### src/rtl/prog_counter_if.sv
// Control and status bundle for prog_counter; the master drives controls, the slave returns count/status.
// Latency: none (wires only). Backpressure: none.
interface prog_counter_if #(
    parameter int WIDTH      = 16,
    parameter int PRESCALE_W = 8
);
    logic                  en;
    logic                  up;
    logic [1:0]            mode;
    logic                  load;
    logic [WIDTH-1:0]      load_val;
    logic [WIDTH-1:0]      limit;
    logic [PRESCALE_W-1:0] prescale;
    logic [WIDTH-1:0]      count;
    logic                  tc;
    logic                  running;
    logic                  dir;

    modport master (
        output en, up, mode, load, load_val, limit, prescale,
        input  count, tc, running, dir
    );

    modport slave (
        input  en, up, mode, load, load_val, limit, prescale,
        output count, tc, running, dir
    );
endinterface

### src/rtl/prog_counter.sv
// Programmable counter: prescaler, up/down, sync load, free/modulo/one-shot/ping-pong terminal behaviour.
// Latency: first tick prescale+1 enabled cycles after reset/load; tc registered with the post-terminal count. Backpressure: none, en=0 freezes state.
module prog_counter #(
    parameter int WIDTH      = 16,
    parameter int PRESCALE_W = 8
) (
    input  logic          clk,
    input  logic          rst_n,
    prog_counter_if.slave bus
);
    typedef enum logic [1:0] {
        MODE_FREE     = 2'b00,
        MODE_MODULO   = 2'b01,
        MODE_ONESHOT  = 2'b10,
        MODE_PINGPONG = 2'b11
    } mode_e;

    localparam logic [WIDTH-1:0] CNT_MAX = {WIDTH{1'b1}};
    localparam logic [WIDTH-1:0] CNT_ONE = WIDTH'(1);

    logic [WIDTH-1:0]      r_count;
    logic [PRESCALE_W-1:0] r_presc;
    logic                  r_running;
    logic                  r_dir;
    logic                  r_tc;

    mode_e                 w_mode;
    logic [WIDTH-1:0]      w_inc;
    logic [WIDTH-1:0]      w_dec;
    logic                  w_at_limit;
    logic                  w_at_zero;
    logic                  w_active;
    logic                  w_tick;
    logic [WIDTH-1:0]      w_next_count;
    logic                  w_next_dir;
    logic                  w_next_running;
    logic                  w_hit;

    assign w_mode     = mode_e'(bus.mode);
    assign w_inc      = r_count + CNT_ONE;
    assign w_dec      = r_count - CNT_ONE;
    assign w_at_limit = (r_count >= bus.limit);
    assign w_at_zero  = (r_count == '0);
    assign w_active   = bus.en && r_running;
    assign w_tick     = w_active && (r_presc == bus.prescale);

    // Next count/dir/running if this edge turns out to be a tick; w_hit marks a terminal step.
    always_comb begin
        w_next_count   = r_count;
        w_next_dir     = r_dir;
        w_next_running = r_running;
        w_hit          = 1'b0;
        case (w_mode)
            MODE_FREE: begin
                if (bus.up) begin
                    w_next_count = w_inc;
                    w_hit        = (r_count == CNT_MAX);
                end else begin
                    w_next_count = w_dec;
                    w_hit        = w_at_zero;
                end
            end
            MODE_MODULO: begin
                if (bus.up) begin
                    if (w_at_limit) begin
                        w_next_count = '0;
                        w_hit        = 1'b1;
                    end else begin
                        w_next_count = w_inc;
                    end
                end else if (w_at_zero) begin
                    w_next_count = bus.limit;
                    w_hit        = 1'b1;
                end else begin
                    w_next_count = w_dec;
                end
            end
            MODE_ONESHOT: begin
                if ((bus.up && w_at_limit) || (!bus.up && w_at_zero)) begin
                    w_next_running = 1'b0;
                    w_hit          = 1'b1;
                end else begin
                    w_next_count = bus.up ? w_inc : w_dec;
                end
            end
            MODE_PINGPONG: begin
                // A zero limit pins the count at 0 while dir keeps bouncing.
                if (r_dir) begin
                    if (w_at_limit) begin
                        w_next_dir   = 1'b0;
                        w_next_count = w_at_zero ? '0 : w_dec;
                        w_hit        = 1'b1;
                    end else begin
                        w_next_count = w_inc;
                    end
                end else if (w_at_zero) begin
                    w_next_dir   = 1'b1;
                    w_next_count = (bus.limit == '0) ? '0 : CNT_ONE;
                    w_hit        = 1'b1;
                end else begin
                    w_next_count = w_dec;
                end
            end
            default: begin
                w_next_count = r_count;
            end
        endcase
    end

    always_ff @(posedge clk or negedge rst_n) begin
        if (!rst_n) begin
            r_count   <= '0;
            r_presc   <= '0;
            r_running <= 1'b1;
            r_dir     <= 1'b1;
            r_tc      <= 1'b0;
        end else if (bus.load) begin
            r_count   <= bus.load_val;
            r_presc   <= '0;
            r_running <= 1'b1;
            r_dir     <= bus.up;
            r_tc      <= 1'b0;
        end else if (w_tick) begin
            r_count   <= w_next_count;
            r_presc   <= '0;
            r_running <= w_next_running;
            r_dir     <= w_next_dir;
            r_tc      <= w_hit;
        end else begin
            // Prescaler phase is held across en gaps and while stopped.
            if (w_active) begin
                r_presc <= r_presc + PRESCALE_W'(1);
            end
            r_tc <= 1'b0;
        end
    end

    assign bus.count   = r_count;
    assign bus.tc      = r_tc;
    assign bus.running = r_running;
    assign bus.dir     = r_dir;
endmodule

### src/flat_wrapper.sv
// flat-port wrapper written by rule: the top's interface ports become plain ports
module prog_counter_flat 
#(
    parameter int WIDTH      = 16,
    parameter int PRESCALE_W = 8
)
  (clk, rst_n, bus_en, bus_up, bus_mode, bus_load, bus_load_val, bus_limit, bus_prescale, bus_count, bus_tc, bus_running, bus_dir);
  prog_counter_if #(.WIDTH(WIDTH), .PRESCALE_W(PRESCALE_W)) bus_i ();
  input  logic clk;
  input  logic rst_n;
  input wire logic [$bits(bus_i.en)-1:0] bus_en;
  input wire logic [$bits(bus_i.up)-1:0] bus_up;
  input wire logic [$bits(bus_i.mode)-1:0] bus_mode;
  input wire logic [$bits(bus_i.load)-1:0] bus_load;
  input wire logic [$bits(bus_i.load_val)-1:0] bus_load_val;
  input wire logic [$bits(bus_i.limit)-1:0] bus_limit;
  input wire logic [$bits(bus_i.prescale)-1:0] bus_prescale;
  output wire logic [$bits(bus_i.count)-1:0] bus_count;
  output wire logic [$bits(bus_i.tc)-1:0] bus_tc;
  output wire logic [$bits(bus_i.running)-1:0] bus_running;
  output wire logic [$bits(bus_i.dir)-1:0] bus_dir;
  assign bus_i.en = bus_en;
  assign bus_i.up = bus_up;
  assign bus_i.mode = bus_mode;
  assign bus_i.load = bus_load;
  assign bus_i.load_val = bus_load_val;
  assign bus_i.limit = bus_limit;
  assign bus_i.prescale = bus_prescale;
  assign bus_count = bus_i.count;
  assign bus_tc = bus_i.tc;
  assign bus_running = bus_i.running;
  assign bus_dir = bus_i.dir;
  prog_counter #(.WIDTH(WIDTH), .PRESCALE_W(PRESCALE_W)) u_core (.clk(clk), .rst_n(rst_n), .bus(bus_i));
endmodule
### config.mk
export PLATFORM = sky130hd
export DESIGN_NAME = prog_counter_flat
export DESIGN_NICKNAME = d
export VERILOG_FILES = /design/src/rtl/prog_counter_if.sv /design/src/rtl/prog_counter.sv /design/src/flat_wrapper.sv
export SDC_FILE = /design/constraint.sdc
export NUM_CORES = 1
export LEC_CHECK = 0
export BUFFER_PORTS_ARGS = -buffer_cell sky130_fd_sc_hd__buf_2
export CAP_MARGIN = 5
export CELL_PAD_IN_SITES_DETAIL_PLACEMENT = 2
export CELL_PAD_IN_SITES_GLOBAL_PLACEMENT = 2
export CORE_UTILIZATION = 33
export DETAILED_ROUTE_END_ITERATION = 10
export PLACE_DENSITY = 0.92
export SKIP_CTS_REPAIR_TIMING = 1
export SLEW_MARGIN = 20
export SYNTH_ARGS = -nofsm -noshare
export SYNTH_HDL_FRONTEND = slang
export SYNTH_SLANG_ARGS = --single-unit
### constraint.sdc
create_clock -name clk -period 3.1 [get_ports clk]
set_input_delay 0.465 -clock clk [delete_from_list [all_inputs] [get_ports clk]]
set_output_delay 0.465 -clock clk [all_outputs]
set_load 0.01 [all_outputs]
==> results of run 1 <==
worst max-delay path, cell delays in order (launching register included):
cell       delay, ps
dfrtp_1          410
ha_1             320
nand4_1          110
or3_1            450
or4_4            620
buf_4            170
nand4_1          130
buf_4            140
a31oi_1           70
a2111oi_0        390
o21ai_1          120
power breakdown:
part	total (mW)	internal [mW]	leakage, nW	switching, mW
Combinational	0.988	0.402	1.51	0.586
Sequential	0.432	0.391	0.336	0.0409
Clock	0.244	0.0926	0.0217	0.152
Total	1.67	0.886	1.87	0.779
cell usage after synthesis, drive strengths merged, types with 4 or more instances:
cell type	instances
nor2	42
nand2	32
o21ai	31
dfrtp	25
xor2	25
a21oi	24
inv	24
ha	20
clkbuf	18
nand4	17
xnor2	16
buf	15
nand3	15
nor3	11
nor4	10
o22ai	9
mux2i	8
nand2b	8
a211oi	7
a31oi	7
and3	7
or3	5
a2111oi	4
and4	4
o21ba	4
o32ai	4
path summary, 6_finish.rpt:
check                      depth (start not counted)                        startpoint  slack [ps]                                to
setup / recovery                                  10  u_core.bus.count[14]$_DFFE_PN0P_          60  u_core.bus.count[15]$_DFFE_PN0P_
hold / removal                                     1                             rst_n         200     u_core.r_presc[3]$_DFFE_PN0P_
setup reg to reg                                  10  u_core.bus.count[14]$_DFFE_PN0P_          60  u_core.bus.count[15]$_DFFE_PN0P_
hold reg to reg                                    2    u_core.bus.running$_DFFE_PN1P_         530    u_core.bus.running$_DFFE_PN1P_
max in group asynchronous                          1                             rst_n        2440   u_core.bus.count[8]$_DFFE_PN0P_
min in group clk                                   3                   bus_load_val[2]         440   u_core.bus.count[2]$_DFFE_PN0P_
cell usage in the layout, fill, tap and decap left out, types with 4 or more instances in the layout:
cell / netlist / layout
and4_1: 4 / 4
nor4_1: 9 / 9
nor2_1: 41 / 41
a21oi_1: 22 / 22
o21ai_0: 25 / 25
xor2_1: 25 / 25
o21ai_1: 6 / 6
nand4_1: 14 / 14
xnor2_1: 16 / 16
o21ba_2: 4 / 4
ha_1: 20 / 20
dfrtp_1: 25 / 25
nand2_1: 31 / 31
or3_1: 5 / 5
buf_4: 1 / 53
nand3_1: 15 / 15
and3_1: 6 / 6
nor3_1: 11 / 11
nand2b_1: 7 / 7
mux2i_1: 8 / 8
inv_1: 23 / 23
o32ai_1: 4 / 4
o22ai_1: 9 / 9
a31oi_1: 7 / 7
a211oi_1: 7 / 7
buf_2: 9 / 65
registers in the layout, indices dropped and copies added, names as in the netlist:
| signal | flops |
|---|---|
| u_core.bus.count | 16 |
| u_core.bus.tc | 1 |
| u_core.bus.dir | 1 |
| u_core.r_presc | 8 |
| u_core.bus.running | 1 |
layer usage:
metal	up-vias	routed length, um
met5	-	0
met4	0	551
li1	1793	-
met3	40	941
met2	171	7920
met1	1977	6440
metrics by stage:
stage | cells | hold slack, ps | setup WS [ps] | utilization | TNS (ps)
global route | 664 | 241 | -5.35 | 0.428 | -7.39
global placement | 660 | 472 | -210 | 0.421 | -1440
finish | 664 | 199 | 56.7 | 0.428 | 0
floorplan | 441 | 169 | 322 | - | 0
detailed placement | 660 | 514 | -309 | 0.421 | -3260
CTS | 664 | 222 | -175 | 0.426 | -1090
area by class of cell:
cell class	instances	area, um^2	area share
Clock buffer	3	41.3	0.00973
Clock inverter	1	7.51	0.00177
Inverter	24	90.1	0.0212
Multi-Input combinational cell	357	2510	0.593
Sequential cell	27	678	0.160
Tap cell	133	166	0.0392
Timing Repair Buffer	119	743	0.175
cell families after synthesis:
family                   count (synthesis)  share of synthesized area
buffers and inverters                   57                     0.0735
XOR/XNOR                                41                      0.105
flip-flops                              27                      0.198
multiplexers                            11                     0.0333
AO/OA/AOI/OAI                          116                      0.238
AND/OR/NAND/NOR                        169                      0.279
adder cells (fa/ha/maj)                 20                     0.0731
==> metrics.yaml, run 1 <==
gp_congestion: 0.893
cts_buffer_depth: 2
setup_violations: 0
fillers: 1165
worstPathArrival_ps: 3230
clk_pin_slew_ps: 120
drt_first_pass_iters: 5
synth_area_um2: 3420
area_growth_pct: 23.9
worstSetupEndpointType: "flop"
drive_gt1_frac: 0.294
critPathRequiredTime_ps: 3290
die_area_um2: 10800
drc: 0
core-area_um2: 9910
die_w_um: 104
synth_top_area_cell: "dfrtp_1"
power.static_leakage_nw: 1.87
finalHoldViolations: 0
place_area_um2: 4170
critical_path_class: "flop to flop"
cts.sinks: 27
numCtsBuffers: 3
hold_class: "primary input to asynchronous set/reset pin"
critPathMaxFanout: 4
portBuffers: 65
slew_headroom: 0.494
grt_pass1_wl_um: 24500
synth.avg_cell_area_um2: 7.76
fin_worst_skew_ps: 4.49
synth-seq-cells: 27
antenna_found_initial: 0
grt_max_degree: 28
power.density_nw_per_um2: 393
grt_util_met2: 0.522
synth-edff-count: 0
top_usage_layer: "met2"
wirelength_um: 15900
synth-async-reset-ratio: 1.00
grt_usage: 0.291
slew_violations: 0
via_per_inst: 6.00
yosysSeqAreaShare: 0.198
total_power_mw: 1.67
status: "complete, no violations"
ant_nets: 0
synthTopCellsByArea: "dfrtp_1 (18%), ha_1 (7.3%), xor2_1 (6.4%)"
start_kind: "flop"
start_util: 0.345
ir_drop_v: 0.000156
fmax_mhz: 329
hpwl_um: 12300
period_share: 0.982
fin_nets: 599
syn_nets: 508
cts_tree: "done"
num_rows: 36
clk_latency_ps: 310
met1_usage: 0.348
use_met3: 0.0407
vias: 3981
yosys_most_used_dff: "dfrtp_1"
max-cap-violations: 0
cts_max_level: 1
routedWlPerCell_um: 23.9
post-route-min-period_ps: 3040
drt_iter0_drc: 267
tightestPinTransition_ps: 752
grt-ovfl-total: 0
root_buffer: "clkbuf_8"
ys_warn_count: 0
synth_cells: 441
yosys.area.top_type_share: 0.183
diodes: 0
final_cell_area_um2: 4240
grt_pass1_vias: 4354
die_height_um: 104
yosysUniqueCellTypes: 72
io_pins: 66
(Power assumes the default switching activity.)
==> run 2: changes to the inputs <==
BUFFER_PORTS_ARGS = -buffer_cell sky130_fd_sc_hd__buf_4   (was -buffer_cell sky130_fd_sc_hd__buf_2)
==> metrics.yaml, run 2 (synthesis gave the netlist of run 1 again) <==
wirelength_um: 15900  # +0.42%
grt_setup_unrepaired: "no"
num_rows: 36  # unchanged
hpwl_um: 12100  # -1.9%
power.static_leakage_nw: 1.89  # +1.4%
clk_latency_ps: 300  # about the same
grt_usage: 0.296  # +0.00492
fmax_mhz: 329  # +0.17%
cp_cell_sequence: "buf_4, nor4_4, nand4_4, nand2b_2, nor4b_4, a21boi_1, buf_4, buf_4, o22ai_1, a21oi_2"
final_common_cell: "buf_4"
slew_violations: 0  # unchanged
fin_worst_skew_ps: 3.75  # -0.740 ps
portBuffers: 65  # unchanged
slowest_stage: "nor4_4"
largest_reg_flops: 16  # unchanged
critPathMaxFanout: 10  # +6
drt_first_pass_iters: 5  # unchanged
die_area_um2: 10800  # unchanged
io_pins: 66  # unchanged
fin_nets: 595  # -0.67%
area_growth_pct: 27.6
worstSetupEndpointType: "flop"
power.density_nw_per_um2: 388  # -1.3%
cts.sinks: 27  # unchanged
start_kind: "flop"
routedWlPerCell_um: 24.1  # +1.0%
drc: 0  # unchanged
slew_headroom: 0.422  # -0.0721
core-area_um2: 9910  # unchanged
diodes: 0  # unchanged
via_per_inst: 6.10  # +1.8%
period_share: 0.980  # -0.00166
worstPathArrival_ps: 3220  # about the same
vias: 4027  # +1.2%
post-route-min-period_ps: 3040  # -5.14 ps
antenna_found_initial: 0  # unchanged
multi_input_area_um2: 2520  # +0.30%
clk_pin_slew_ps: 130  # about the same
seq_area_um2: 678  # unchanged
die_w_um: 104  # unchanged
root_buffer: "clkbuf_8"
cts_tree: "done"
setup_violations: 0  # unchanged
hold_class: "primary input to asynchronous set/reset pin"
cp_slowest_stage_delay_ps: 660  # +40 ps
gp_congestion: 0.926  # +3.6%
total_power_mw: 1.69  # +1.7%
grt_max_degree: 28  # unchanged
tightestPinTransition_ps: 859  # +107 ps
die_height_um: 104  # unchanged
fillers: 1146  # -1.6%
grt_pass1_wl_um: 25200  # +2.8%
critical_path_class: "flop to flop"
cts_buffer_depth: 2  # unchanged
max-cap-violations: 0  # unchanged
numCtsBuffers: 3  # unchanged
crit_top_cell: "buf_4"
cts_max_level: 1  # unchanged
place_area_um2: 4290  # +2.9%
drt_iter0_drc: 172  # -36%
final_cell_area_um2: 4370  # +3.0%
critPathRequiredTime_ps: 3280  # about the same
grt_pass1_vias: 4394  # +0.92%
whs_ps: 87.9  # -111 ps
finalHoldViolations: 0  # unchanged
drive_gt1_frac: 0.288  # -0.00536
ir_drop_v: 0.000144  # -7.3%
layout_common_cells: "buf_4 (115), nor2_1 (41), nand2_1 (31)"
grt-ovfl-total: 0  # unchanged
ant_nets: 0  # unchanged
start_util: 0.345  # unchanged
status: "complete, no violations"
## run 2: cell count changes in the layout (fill, tap and decap cells not counted), sizes merged
cell  before  now
buf      119  115
## run 2: cell type report
cell class / count / share of cell area
timing repair buffer: 115 / 0.198
clock inverter: 1 / 0.00172
multi-input combinational: 357 / 0.577
tap: 133 / 0.0381
clock buffer: 3 / 0.00945
inverter: 24 / 0.0206
sequential: 27 / 0.155
## run 2: worst paths after layout
check / end / slack [ps] / from / depth (start not counted)
hold reg to reg: u_core.bus.running$_DFFE_PN1P_ / 510 / u_core.bus.running$_DFFE_PN1P_ / 2
setup / recovery: u_core.bus.count[2]$_DFFE_PN0P_ / 60 / u_core.bus.count[3]$_DFFE_PN0P_ / 10
setup reg to reg: u_core.bus.count[2]$_DFFE_PN0P_ / 60 / u_core.bus.count[3]$_DFFE_PN0P_ / 10
hold / removal: u_core.r_presc[4]$_DFFE_PN0P_ / 90 / rst_n / 1
max in group asynchronous: u_core.bus.dir$_DFFE_PN1P_ / 2670 / rst_n / 1
min in group clk: u_core.bus.count[9]$_DFFE_PN0P_ / 460 / bus_load_val[9] / 3
## run 2: where the power goes
group	total (mW)	switching, mW	internal [mW]	leakage (nW)
Sequential	0.438	0.0470	0.391	0.336
Combinational	1.01	0.582	0.424	1.53
Clock	0.249	0.156	0.0923	0.0217
Total	1.69	0.786	0.908	1.89
## run 2: worst max-delay path: cells and delay by family, from the launching register on
family                 cells  cell delay [ps]
DFF                        1              490
and+or+nand+nor            4             1370
buffers and inverters      3              550
AOI/OAI and AO/OA          3              500
## run 2: layer usage
metal  track usage  vias to the layer above  share of wire  wire length, um
met4         0.112                        0          0.032              505
met5             0                        -              0                0
met2         0.518                      159           0.50             7930
met1         0.373                     2046           0.42             6730
met3        0.0301                       45          0.047              749
li1              -                     1777              -                -
## run 2: through the flow
step	cells	worst slack, ps	util	TNS, ps
after floorplan	441	322	-	0
after CTS	660	-34.1	0.438	-73.9
final	660	61.9	0.441	0
after detailed placement	656	-215	0.433	-1310
after global routing	660	1.67	0.441	0
after global placement	656	-76.7	0.433	-131
==> run 3: changes to the inputs <==
CORE_UTILIZATION = 29   (was 33)
PLACE_DENSITY = 0.87   (was 0.92)
clock period = 2.54 ns   (was 3.1 ns; I/O delays follow)
==> metrics.yaml, run 3 (synthesis gave the netlist of run 1 again) <==
failed_checks: "negative setup slack"
critical_path_class: "flop to flop"
fin_nets: 632  # +6.2%
root_buffer: "clkbuf_16"
grt-ovfl-total: 0  # unchanged
tightestPinTransition_ps: 714  # -145 ps
finalHoldViolations: 0  # unchanged
drt_first_pass_iters: 4  # -1
gp_congestion: 0.887  # -4.2%
grt_setup_unrepaired: "yes"
post-route-util: 0.440  # -0.000647
numCtsBuffers: 3  # unchanged
area_growth_pct: 47.5
drc: 0  # unchanged
status: "finished with violations"
hpwl_um: 13000  # +7.5%
post-route-min-period_ps: 2990  # -46.3 ps
ant_nets: 0  # unchanged
final_common_cell: "buf_4"
wirelength_um: 20500  # +29%
slew_headroom: 0.519  # +0.0975
power.density_nw_per_um2: 497  # +28%
die_height_um: 111  # +6.5%
fmax_mhz: 334  # +1.5%
rr_worst_depth: 13  # +3
cts.sinks: 27  # unchanged
grt_max_degree: 28  # unchanged
reg2reg_to: "u_core.bus.count[4]$_DFFE_PN0P_"
whs_ps: 28.7  # -59.3 ps
max-cap-violations: 0  # unchanged
io_pins: 66  # unchanged
grt_usage: 0.272  # -0.0238
num_rows: 39  # +8.3%
slew_violations: 0  # unchanged
antenna_found_initial: 0  # unchanged
via_per_inst: 6.20  # +1.6%
core-area_um2: 11500  # +16%
ir_drop_v: 0.000267  # +85%
fin_worst_skew_ps: 3.42  # -0.332 ps
largest_reg_flops: 16  # unchanged
critPathMaxFanout: 9  # -1
start_util: 0.299  # -0.0469
grt_pass1_wl_um: 26200  # +4.2%
regToRegStartpoint: "u_core.bus.count[0]$_DFFE_PN0P_"
hold_class: "primary input to asynchronous set/reset pin"
drt_iter0_drc: 258  # +50%
cts_buffer_depth: 2  # unchanged
total_power_mw: 2.51  # +48%
period_share: 1.18  # +0.198
place_area_um2: 4540  # +5.9%
critPathRequiredTime_ps: 2720  # -560 ps
setup_violations: 18  # +18
power.static_leakage_nw: 2.18  # +15%
worstPathArrival_ps: 3170  # -50 ps
r2r_slack_ps: -450  # -510 ps
routedWlPerCell_um: 29.0  # +20%
portBuffers: 65  # unchanged
drive_gt1_frac: 0.404  # +0.116
clk_pin_slew_ps: 80  # -50 ps
vias: 4391  # +9.0%
start_kind: "flop"
clk_latency_ps: 290  # about the same
cts_max_level: 1  # unchanged
cts_tree: "done"
fillers: 1234  # +7.7%
grt_pass1_vias: 4545  # +3.4%
final_cell_area_um2: 5050  # +16%
layout_common_cells: "buf_4 (136), nor2_1 (41), nand2_1 (31)"
setup_ws_ps: -452  # -514 ps
worstSetupEndpointType: "flop"
die_w_um: 111  # +6.5%
die_area_um2: 12200  # +14%
[run 3: power breakdown]
group | switching [mW] | total [mW] | internal [mW] | leakage, nW
sequential | 0.0560 | 0.535 | 0.479 | 0.334
clock | 0.201 | 0.416 | 0.215 | 0.0409
combinational | 0.895 | 1.56 | 0.663 | 1.81
[run 3: how the worst max path moves through the flow]
| stage | from | endpoint |
|---|---|---|
| finish | u_core.bus.count[0]$_DFFE_PN0P_ | u_core.bus.count[4]$_DFFE_PN0P_ |
| global route | u_core.bus.count[0]$_DFFE_PN0P_ | u_core.bus.count[4]$_DFFE_PN0P_ |
| CTS | u_core.bus.count[13]$_DFFE_PN0P_ | u_core.bus.count[2]$_DFFE_PN0P_ |
| detailed placement | bus_limit[13] | u_core.bus.count[2]$_DFFE_PN0P_ |
| global placement | bus_limit[13] | u_core.bus.count[2]$_DFFE_PN0P_ |
| floorplan | u_core.bus.count[15]$_DFFE_PN0P_ | u_core.bus.count[6]$_DFFE_PN0P_ |
[run 3: routing by layer]
layer / wire length (um) / global-route usage / up-vias
met5: 0 / 0 / -
met4: 1310 / 0.126 / 0
met3: 1200 / 0.0437 / 91
met2: 9970 / 0.462 / 224
met1: 8040 / 0.337 / 2215
li1: - / - / 1861
[run 3: area by class of cell]
type	count	area (um^2)	share of cell area
Multi-Input combinational cell	357	2790	0.552
Timing Repair Buffer	152	1230	0.244
Sequential cell	27	681	0.135
Tap cell	143	179	0.0354
Inverter	24	90.1	0.0178
Clock buffer	3	75.1	0.0149
Clock inverter	1	5.00	0.000991
Antenna cell	1	2.50	0.000496
[run 3: stage by stage]
stage	setup WS (ps)	std cells	TNS (ps)
finish	-452	708	-6720
detailed placement	-638	688	-9000
global route	-497	707	-7670
global placement	-454	688	-6360
CTS	-527	692	-7110
floorplan	-83.2	441	-394
[run 3: critical path: stages (launching register included)]
cell	delay [ps]
dfrtp_2	430
inv_2	70
buf_4	130
ha_1	310
nor4b_4	260
buf_4	170
nand4_4	230
nand2b_2	180
nor4b_4	390
a21boi_4	140
buf_6	150
buf_12	130
o21a_1	110
a22o_1	170
